### config.mk
export PLATFORM = sky130hd
export DESIGN_NAME = fan_off_timer_ctrl
export DESIGN_NICKNAME = d
export VERILOG_FILES = /design/src/rtl/fan_pkg.sv /design/src/rtl/tick_prescaler.sv /design/src/rtl/fan_off_timer_ctrl.sv
export SDC_FILE = /design/constraint.sdc
export NUM_CORES = 1
export LEC_CHECK = 0
export ABC_AREA = 1
export BUFFER_PORTS_ARGS = -buffer_cell sky130_fd_sc_hd__buf_2
export CORE_MARGIN = 2
export CORE_UTILIZATION = 59
export DETAILED_ROUTE_END_ITERATION = 7
export PLACE_DENSITY = 0.8
export SETUP_SLACK_MARGIN = 0.2
export SLEW_MARGIN = 10
export SYNTH_ARGS = -nofsm -noshare
export SYNTH_HDL_FRONTEND = slang
export SYNTH_SLANG_ARGS = --single-unit
### constraint.sdc
create_clock -name clk -period 2.83 [get_ports clk]
set_input_delay 0.1415 -clock clk [delete_from_list [all_inputs] [get_ports clk]]
set_output_delay 0.1415 -clock clk [all_outputs]
set_load 0.05 [all_outputs]
### src/rtl/fan_pkg.sv
// fan_pkg: shared FSM state encoding and preset index constants for the fan auto-off timer
package fan_pkg;
  typedef enum logic [1:0] {ST_IDLE, ST_RUN, ST_PAUSE, ST_EXPIRE} state_e;
  localparam logic [1:0] PRE_OFF = 2'd0;
  localparam logic [1:0] PRE_1 = 2'd1;
  localparam logic [1:0] PRE_2 = 2'd2;
  localparam logic [1:0] PRE_3 = 2'd3;
endpackage

### src/rtl/tick_prescaler.sv
// tick_prescaler: divides tick_in by DIV; ports clk, reset_p, en (count enable), clr (sync clear), tick_in, tick_out (same-cycle strobe on wrap)
module tick_prescaler #(
  parameter int DIV = 1000,
  parameter int W = DIV > 1 ? $clog2(DIV) : 1
) (
  input  logic clk,
  input  logic reset_p,
  input  logic en,
  input  logic clr,
  input  logic tick_in,
  output logic tick_out
);
  logic [W-1:0] cnt_q;
  assign tick_out = en && tick_in && cnt_q == W'(DIV - 1);
  always_ff @(posedge clk)
    if (reset_p || clr) cnt_q <= '0;
    else if (en && tick_in) cnt_q <= tick_out ? '0 : cnt_q + 1'b1;
endmodule

### src/rtl/fan_off_timer_ctrl.sv
// fan_off_timer_ctrl: preset-selectable auto-off countdown; inputs tick_usec/fan_on/btn_cycle/btn_cancel, outputs preset_idx/remaining_sec/timer_active/fan_off_p (+warn_p when FAN_OFF_TIMER_WARN_EN is defined)
module fan_off_timer_ctrl
  import fan_pkg::*;
#(
  parameter int US_PER_MS = 1000,
  parameter int MS_PER_SEC = 1000,
  parameter int SEC_W = 15,
  parameter int PRESET1_SEC = 3600,
  parameter int PRESET2_SEC = 10800,
  parameter int PRESET3_SEC = 18000,
  parameter int WARN_SEC = 60
) (
  input  logic             clk,
  input  logic             reset_p,
  input  logic             tick_usec,
  input  logic             fan_on,
  input  logic             btn_cycle,
  input  logic             btn_cancel,
  output logic [1:0]       preset_idx,
  output logic [SEC_W-1:0] remaining_sec,
  output logic             timer_active,
`ifdef FAN_OFF_TIMER_WARN_EN
  output logic             warn_p,
`endif
  output logic             fan_off_p
);
  if (PRESET1_SEC > (1 << SEC_W) - 1 || PRESET2_SEC > (1 << SEC_W) - 1 || PRESET3_SEC > (1 << SEC_W) - 1) begin : g_bad_preset
    $error("preset exceeds remaining_sec range");
  end
  state_e state_q, state_d;
  logic [1:0] idx_q, idx_d;
  logic [SEC_W-1:0] rem_q, rem_d;
  logic active_q, off_q, clr, ms_tick, sec_tick;
`ifdef FAN_OFF_TIMER_WARN_EN
  logic warn_q, warn_d;
  assign warn_p = warn_q;
`endif
  assign preset_idx = idx_q;
  assign remaining_sec = rem_q;
  assign timer_active = active_q;
  assign fan_off_p = off_q;
  function automatic logic [SEC_W-1:0] preset_sec(input logic [1:0] i);
    return i == PRE_1 ? SEC_W'(PRESET1_SEC) : i == PRE_2 ? SEC_W'(PRESET2_SEC) : i == PRE_3 ? SEC_W'(PRESET3_SEC) : '0;
  endfunction
  tick_prescaler #(.DIV(US_PER_MS)) u_ms (
    .clk, .reset_p, .en(state_q == ST_RUN), .clr, .tick_in(tick_usec), .tick_out(ms_tick)
  );
  tick_prescaler #(.DIV(MS_PER_SEC)) u_sec (
    .clk, .reset_p, .en(state_q == ST_RUN), .clr, .tick_in(ms_tick), .tick_out(sec_tick)
  );
  // Buttons outrank fan_on and sec_tick; any reload or return to IDLE restarts the prescalers.
  always_comb begin
    state_d = state_q;
    idx_d = idx_q;
    rem_d = rem_q;
    clr = 1'b0;
`ifdef FAN_OFF_TIMER_WARN_EN
    warn_d = 1'b0;
`endif
    unique case (state_q)
      ST_IDLE:
        if (!btn_cancel && btn_cycle && fan_on) begin
          state_d = ST_RUN;
          idx_d = PRE_1;
          rem_d = preset_sec(PRE_1);
          clr = 1'b1;
        end
      ST_RUN, ST_PAUSE:
        if (btn_cancel || (btn_cycle && idx_q == PRE_3)) begin
          state_d = ST_IDLE;
          idx_d = PRE_OFF;
          rem_d = '0;
          clr = 1'b1;
        end else if (btn_cycle) begin
          idx_d = idx_q + 2'd1;
          rem_d = preset_sec(idx_q + 2'd1);
          clr = 1'b1;
        end else if (state_q == ST_PAUSE) state_d = fan_on ? ST_RUN : ST_PAUSE;
        else if (!fan_on) state_d = ST_PAUSE;
        else if (sec_tick) begin
          rem_d = rem_q > 1 ? rem_q - 1'b1 : '0;
          state_d = rem_q > 1 ? ST_RUN : ST_EXPIRE;
`ifdef FAN_OFF_TIMER_WARN_EN
          warn_d = rem_q == SEC_W'(WARN_SEC + 1);
`endif
        end
      ST_EXPIRE: begin
        state_d = ST_IDLE;
        idx_d = PRE_OFF;
        rem_d = '0;
        clr = 1'b1;
      end
    endcase
  end
  always_ff @(posedge clk)
    if (reset_p) begin
      state_q <= ST_IDLE;
      idx_q <= PRE_OFF;
      rem_q <= '0;
      active_q <= 1'b0;
      off_q <= 1'b0;
`ifdef FAN_OFF_TIMER_WARN_EN
      warn_q <= 1'b0;
`endif
    end else begin
      state_q <= state_d;
      idx_q <= idx_d;
      rem_q <= rem_d;
      active_q <= state_d == ST_RUN || state_d == ST_PAUSE;
      off_q <= state_d == ST_EXPIRE;
`ifdef FAN_OFF_TIMER_WARN_EN
      warn_q <= warn_d;
`endif
    end
endmodule

; Yosys cells after proc, flatten, opt, wreduce, memory -nomap -nowiden
; Index checks and enable logic that the tools add are counted.
[totals]
regBits = 41
in_bits = 6
output_inout_bits = 19
word_cells = 74
[classes]
addsub = 4
magnitude_cmp = 1
eq_ne = 17
muxes = 30
n_reduce_logical = 15
[op_table]
columns = cell, n
row1 = $mux 15, 10
row2 = $pmux 15 s3, 1
row3 = $mux 2, 11
row4 = $add 10x1->10 const B, 2
row5 = $eq 10x10->1 const B, 2
row6 = $mux 10, 2
row7 = $gt 15x1->1 const B, 1
row8 = $sub 15x1->15 const B, 1
row9 = $eq 2x2->1 const B, 7
row10 = $pmux 2 s3, 2
row11 = $ne 4x4->1 const B, 2
row12 = $logic_and 1x1->1, 7
row13 = $eq 2x1->1 const B, 3
row14 = $ne 4x3->1 const B, 1
row15 = $reduce_and 4->1, 1
row16 = $logic_or 1x1->1, 3
row17 = $mux 1, 3
row18 = $ne 3x3->1 const B, 1
row19 = $pmux 1 s3, 1
row20 = $add 2x1->2 const B, 1
row21 = $logic_not 2->1, 1
row22 = $ne 2x2->1 const B, 1
row23 = $reduce_and 2->1, 1
row24 = $reduce_or 2->1, 1
row25 = $logic_not 1->1, 1

; Depth between registers and ports, before layout
[logic_depth]
ltp_word = 13
mapped_depth = 17
mapped_depth_nobuf = 17

; Modules after synthesis
; From an unflattened synthesis, not the netlist that was laid out.
[hier_totals]
hier_cells = 404
area_unflattened_um2 = 2755.1
[modules_own_cells]
columns = module, instances, cells_per_inst, area_each_um2, seq_area_each_um2
row1 = fan_off_timer_ctrl, 1, 242, 1609.0, 420.4
row2 = tick_prescaler, 2, 81, 573.0, 200.2

; Worst setup path after synthesis
; OpenSTA, ideal clock, no wires.
[synth_timing]
path_type = flip-flop to flip-flop
start = reg rem_q[2] (netlist: remaining_sec[2])
end = reg active_q (netlist: timer_active)
setup_time_ns = 0.126
arrival_ns = 1.849
required_time_ns = 2.704
path_slack_ns = 0.855
path_stages_with_launch = 13
n_path_buf = 0
synth_period_minus_slack_ns = 1.975
path_cell_list = dfxtp_1 nor2_1 nand2_1 nor2_1 nand2_1 nand2_1 nor2_1 o21ai_0 nand2_1 nand2_1 ha_1 inv_1 nor2_1
[synth_via]
elab_chain_len = 10
word_cells_on_any_way = 11
cone_classes = order compare: 1 / eq/ne: 2 / mux: 7 / reduce/logical: 1
[synth_lines]
columns = item, line
row1 = from (decl), fan_off_timer_ctrl.sv:32  ; logic [SEC_W-1:0] rem_q, rem_d;
row2 = from (signal assigned), fan_off_timer_ctrl.sv:108  ; rem_q <= rem_d;
row3 = $gt 15x1->1 *, fan_off_timer_ctrl.sv:82  ; state_d = rem_q > 1 ? ST_RUN : ST_EXPIRE;
row4 = $mux 2 *, fan_off_timer_ctrl.sv:82
row5 = $mux 2 *, fan_off_timer_ctrl.sv:80  ; else if (sec_tick) begin
row6 = $mux 2 *, fan_off_timer_ctrl.sv:79  ; else if (!fan_on) state_d = ST_PAUSE;
row7 = $mux 2 *, fan_off_timer_ctrl.sv:78  ; end else if (state_q == ST_PAUSE) state_d = fan_on ? ST_RUN : ST_PAUSE;
row8 = $mux 2 *, fan_off_timer_ctrl.sv:74  ; end else if (btn_cycle) begin
row9 = $mux 2 *, fan_off_timer_ctrl.sv:69  ; if (btn_cancel || (btn_cycle && idx_q == PRE_3)) begin
row10 = $pmux 2 s3 *, fan_off_timer_ctrl.sv:60  ; unique case (state_q)
row11 = net state_d[1], fan_off_timer_ctrl.sv:30  ; state_e state_q, state_d;
row12 = $eq 2x1->1 or $eq 2x2->1 (tied branches), fan_off_timer_ctrl.sv:109  ; active_q <= state_d == ST_RUN || state_d == ST_PAUSE;
row13 = $logic_or 1x1->1 *, fan_off_timer_ctrl.sv:109
row14 = to (signal assigned), fan_off_timer_ctrl.sv:100  ; active_q <= 1'b0;
row15 = to (signal assigned), fan_off_timer_ctrl.sv:109
row16 = to (decl), fan_off_timer_ctrl.sv:33  ; logic active_q, off_q, clr, ms_tick, sec_tick;
; The timed path passes the listed nets; every way through them passes the cells marked *.
; A chain may end at the register's enable or synchronous reset.

; Final worst setup path
[layout_timing]
start = reg state_q[1]
end = reg rem_q[7] (netlist: remaining_sec[7])
[layout_via]
elab_chain_len = 7
word_cells_on_any_way = 15
cone_classes = eq/ne: 7 / mux: 1 / reduce/logical: 7
[layout_lines]
columns = item, line
row1 = from (decl), fan_off_timer_ctrl.sv:30
row2 = from (signal assigned), fan_off_timer_ctrl.sv:106  ; state_q <= state_d;
row3 = $eq 2x1->1, "fan_off_timer_ctrl.sv:46, fan_off_timer_ctrl.sv:49, fan_off_timer_ctrl.sv:60"
row4 = $logic_and 1x1->1 (4 in series), tick_prescaler.sv:14  ; assign tick_out = en && tick_in && cnt_q == W'(DIV - 1);
row5 = $ne 4x3->1 (no source line), --
row6 = $reduce_and 4->1 (no source line), --
; Parallel ways exist; a longest one is shown, timed or not.

==> impl_metrics.py <==
metrics = {
    "run_status": {
        "run_status": "finished, final reports clean",
    },
    "layout": {
        "nNetsFinal": 444,
        "area_delta_synth_final_pct": 10.8,
        "stdcell_area_mm2": 0.00281,
        "layout_commonest_cell": "nand2_1",
        "utilization": 0.691,
        "num_antenna_cells": 0,
        "layout_common_cells": "nand2_1, nor2_1, inv_1",
        "drive_gt1_frac": 0.113,
    },
    "floorplan": {
        "ioPinCount": 25,
        "initial_utilization": 0.624,
        "fp.dieArea_mm2": 0.00483,
        "fp.dieH_um": 69.5,
        "rows": 23,
        "fp.dieW_um": 69.5,
        "core_area_mm2": 0.00406,
    },
    "timing": {
        "fin_crit_sh": 0.799,
        "fmax_mhz": 442,
        "worst_pin_slew_ps": 422,
        "maxSlewViolCount": 0,
        "hold_violations": 0,
        "finalSetupTns_ps": 0,
        "period_needed_ps": 2260,
        "setup_viol": 0,
        "holdWs_ps": 123,
        "fin_skew_ps": 3.79,
        "rsz0062_at_grt": "false",
        "slew_headroom": 0.719,
    },
    "place": {
        "place_area_mm2": 0.00270,
        "io_buffer_count": 24,
        "place.gp.congestion": 0.929,
        "dpl.hpwl_um": 4130,
    },
    "route": {
        "routedWlPerCell_um": 11.3,
        "via_count": 2467,
        "ant_nets": 0,
        "routed_wl_um": 5380,
        "drc_errors": 0,
        "drt_iter0_markers": 143,
        "viasPerCell": 5.20,
        "drtPass1Iterations": 5,
    },
    "setup_path": {
        "crit_path_top_delay_cell": "a21oi_2",
        "path_cells": "inv_1 > ha_1 > nand2_2 > inv_1 > nand3_2 > nor2_8 > nand3_2 > a21oi_2 > buf_4 > nand2_1 > nand2_1 > nand2_1 > nor2_1",
        "setup.worst_path.class": "reg2reg",
        "end_kind": "flip-flop",
        "worst-r2r-setup-slack_ps": 570,
        "arrival_ps": 2490,
        "cp-start-kind": "flip-flop",
        "critPathRequiredTime_ps": 3060,
        "crit_fanout": 11,
        "timing.critical_path.mode_cell": "nand2_1",
        "crit_path_max_incr_delay_ps": 380,
    },
    "job": {
        "max_cap_viol_count": 0,
    },
    "power_and_ir_drop": {
        "peakVddDrop_v": 0.000400,
        "leakagePower_nw": 1.35,
        "power_density_mw_per_mm2": 609,
    },
    "yosys": {
        "synth-warning-count": 0,
        "synthCells": 396,
        "yosysUniqueCellTypes": 32,
        "syn-cell-area_mm2": 0.00253,
        "seq_area_frac_synth": 0.324,
        "avgSynthCellArea_um2": 6.40,
        "syn_nets": 416,
        "synth-seq-cells": 41,
    },
    "grt": {
        "grt_pass1_wl_um": 9670,
        "grt_pass1_vias": 2174,
        "antenna_found_initial": 0,
        "track_usage": 0.241,
        "grt_overflow": 0,
        "grt_start_max_net_pins": 13,
    },
    "min_path": {
        "hold_class": "in2reg",
    },
    "clock_tree": {
        "root_buffer": "clkbuf_8",
        "cts_hold_buf": 0,
        "clockBufferDepth": 2,
        "htreeDepth": 2,
        "cts-resized-gates": 0,
        "clock_sinks": 41,
        "cts_buffers": 5,
        "clk_latency_ps": 290,
        "path_clk_slew_ps": 80,
        "post_cts_buffers": 0,
        "cts_tree": "yes",
    },
}
Yosys cell counts:
cell type  instances  area, um2
a211oi_1           2       15.0
a21oi_1           19       95.1
a21oi_2            1       8.76
a31oi_1            2       12.5
buf_2              2       10.0
buf_4              1       7.51
clkbuf_1           1       3.75
dfxtp_1           41        821
ha_1              14        175
inv_1             51        191
nand2_1           97        364
nand2_2            4       25.0
nand3_1           19       95.1
nand3_2            3       30.0
nand3b_1           1       7.51
nand4_1            6       37.5
nor2_1            83        312
nor2_2             2       12.5
nor2_8             1       20.0
nor3_1             8       40.0
nor3_2             1       10.0
nor3b_1            2       15.0
o2111ai_1          1       8.76
o21a_1             1       7.51
o21ai_0           18       90.1
o21ai_1            1       5.00
o21ai_2            1       8.76
o21bai_1           1       7.51
o31ai_1            1       7.51
or2_2              3       18.8
xnor2_1            3       26.3
xor2_1             5       43.8
report_power, final:
part | total [mW] | switching (mW) | internal [mW]
Combinational | 0.597 | 0.422 | 0.175
Clock | 0.455 | 0.199 | 0.256
Sequential | 0.656 | 0.0437 | 0.613
Total | 1.71 | 0.665 | 1.04
worst paths after layout:
kind                                                  start  cells after the start                       endpoint
worst max-delay path                  state_q[1]$_SDFF_PP0_                     13  remaining_sec[7]$_SDFFE_PP0P_
worst min register to register  u_sec.cnt_q[9]$_SDFFE_PP0P_                      2    u_sec.cnt_q[9]$_SDFFE_PP0P_
worst min-delay path                                reset_p                      2        timer_active$_SDFF_PP0_
worst max register to register        state_q[1]$_SDFF_PP0_                     13  remaining_sec[7]$_SDFFE_PP0P_
per-layer routing:
| layer | global-route usage | vias up | part of all wire |
|---|---|---|---|
| li1 | - | 1302 | - |
| met1 | 0.333 | 1090 | 0.48 |
| met2 | 0.377 | 69 | 0.46 |
| met3 | 0.0567 | 6 | 0.051 |
| met4 | 0.0654 | 0 | 0.012 |
| met5 | 0 | - | 0 |
layout make-up:
class / instances / area, um2
fillers: 361 / 1250
flip-flops and latches: 41 / 821
multi-input cells: 300 / 1500
clock inverters: 2 / 35.0
repair buffers: 25 / 128
well taps: 50 / 62.6
inverters: 51 / 191
clock buffers: 5 / 68.8
through the flow:
| stage | worst slack [ps] | total power [mW] | std cells |
|---|---|---|---|
| 2_1_floorplan | 855 | 1.14 | 396 |
| 3_3_place_gp | 682 | 1.25 | 467 |
| 3_5_place_dp | 581 | 1.26 | 467 |
| 4_1_cts | 573 | 1.71 | 474 |
| 5_1_grt | 290 | 1.83 | 474 |
| 6_report | 570 | 1.71 | 474 |
registers in the layout, summed over array words and instances (netlist names):
register / flops
fan_off_p: 1
preset_idx: 2
remaining_sec: 15
state_q: 2
timer_active: 1
u_ms.cnt_q: 10
u_sec.cnt_q: 10
critical path, delay by kind of cell, from the launching register on:
kind / cells / cell delay, ps
AND/OR/NAND/NOR: 8 / 800
flip-flops: 1 / 360
buffers and inverters: 3 / 490
AO/OA/AOI/OAI: 1 / 380
adder cells (fa/ha/maj): 1 / 170
logic make-up after synthesis:
kind of cell             count (synthesis)  synth area share
buffers and inverters                   55            0.0840
XOR/XNOR                                 8            0.0277
AND/OR/NAND/NOR                        230             0.390
adder cells (fa/ha/maj)                 14            0.0692
flip-flops                              41             0.324
AO/OA/AOI/OAI                           48             0.105
(Power assumes the default switching activity.)
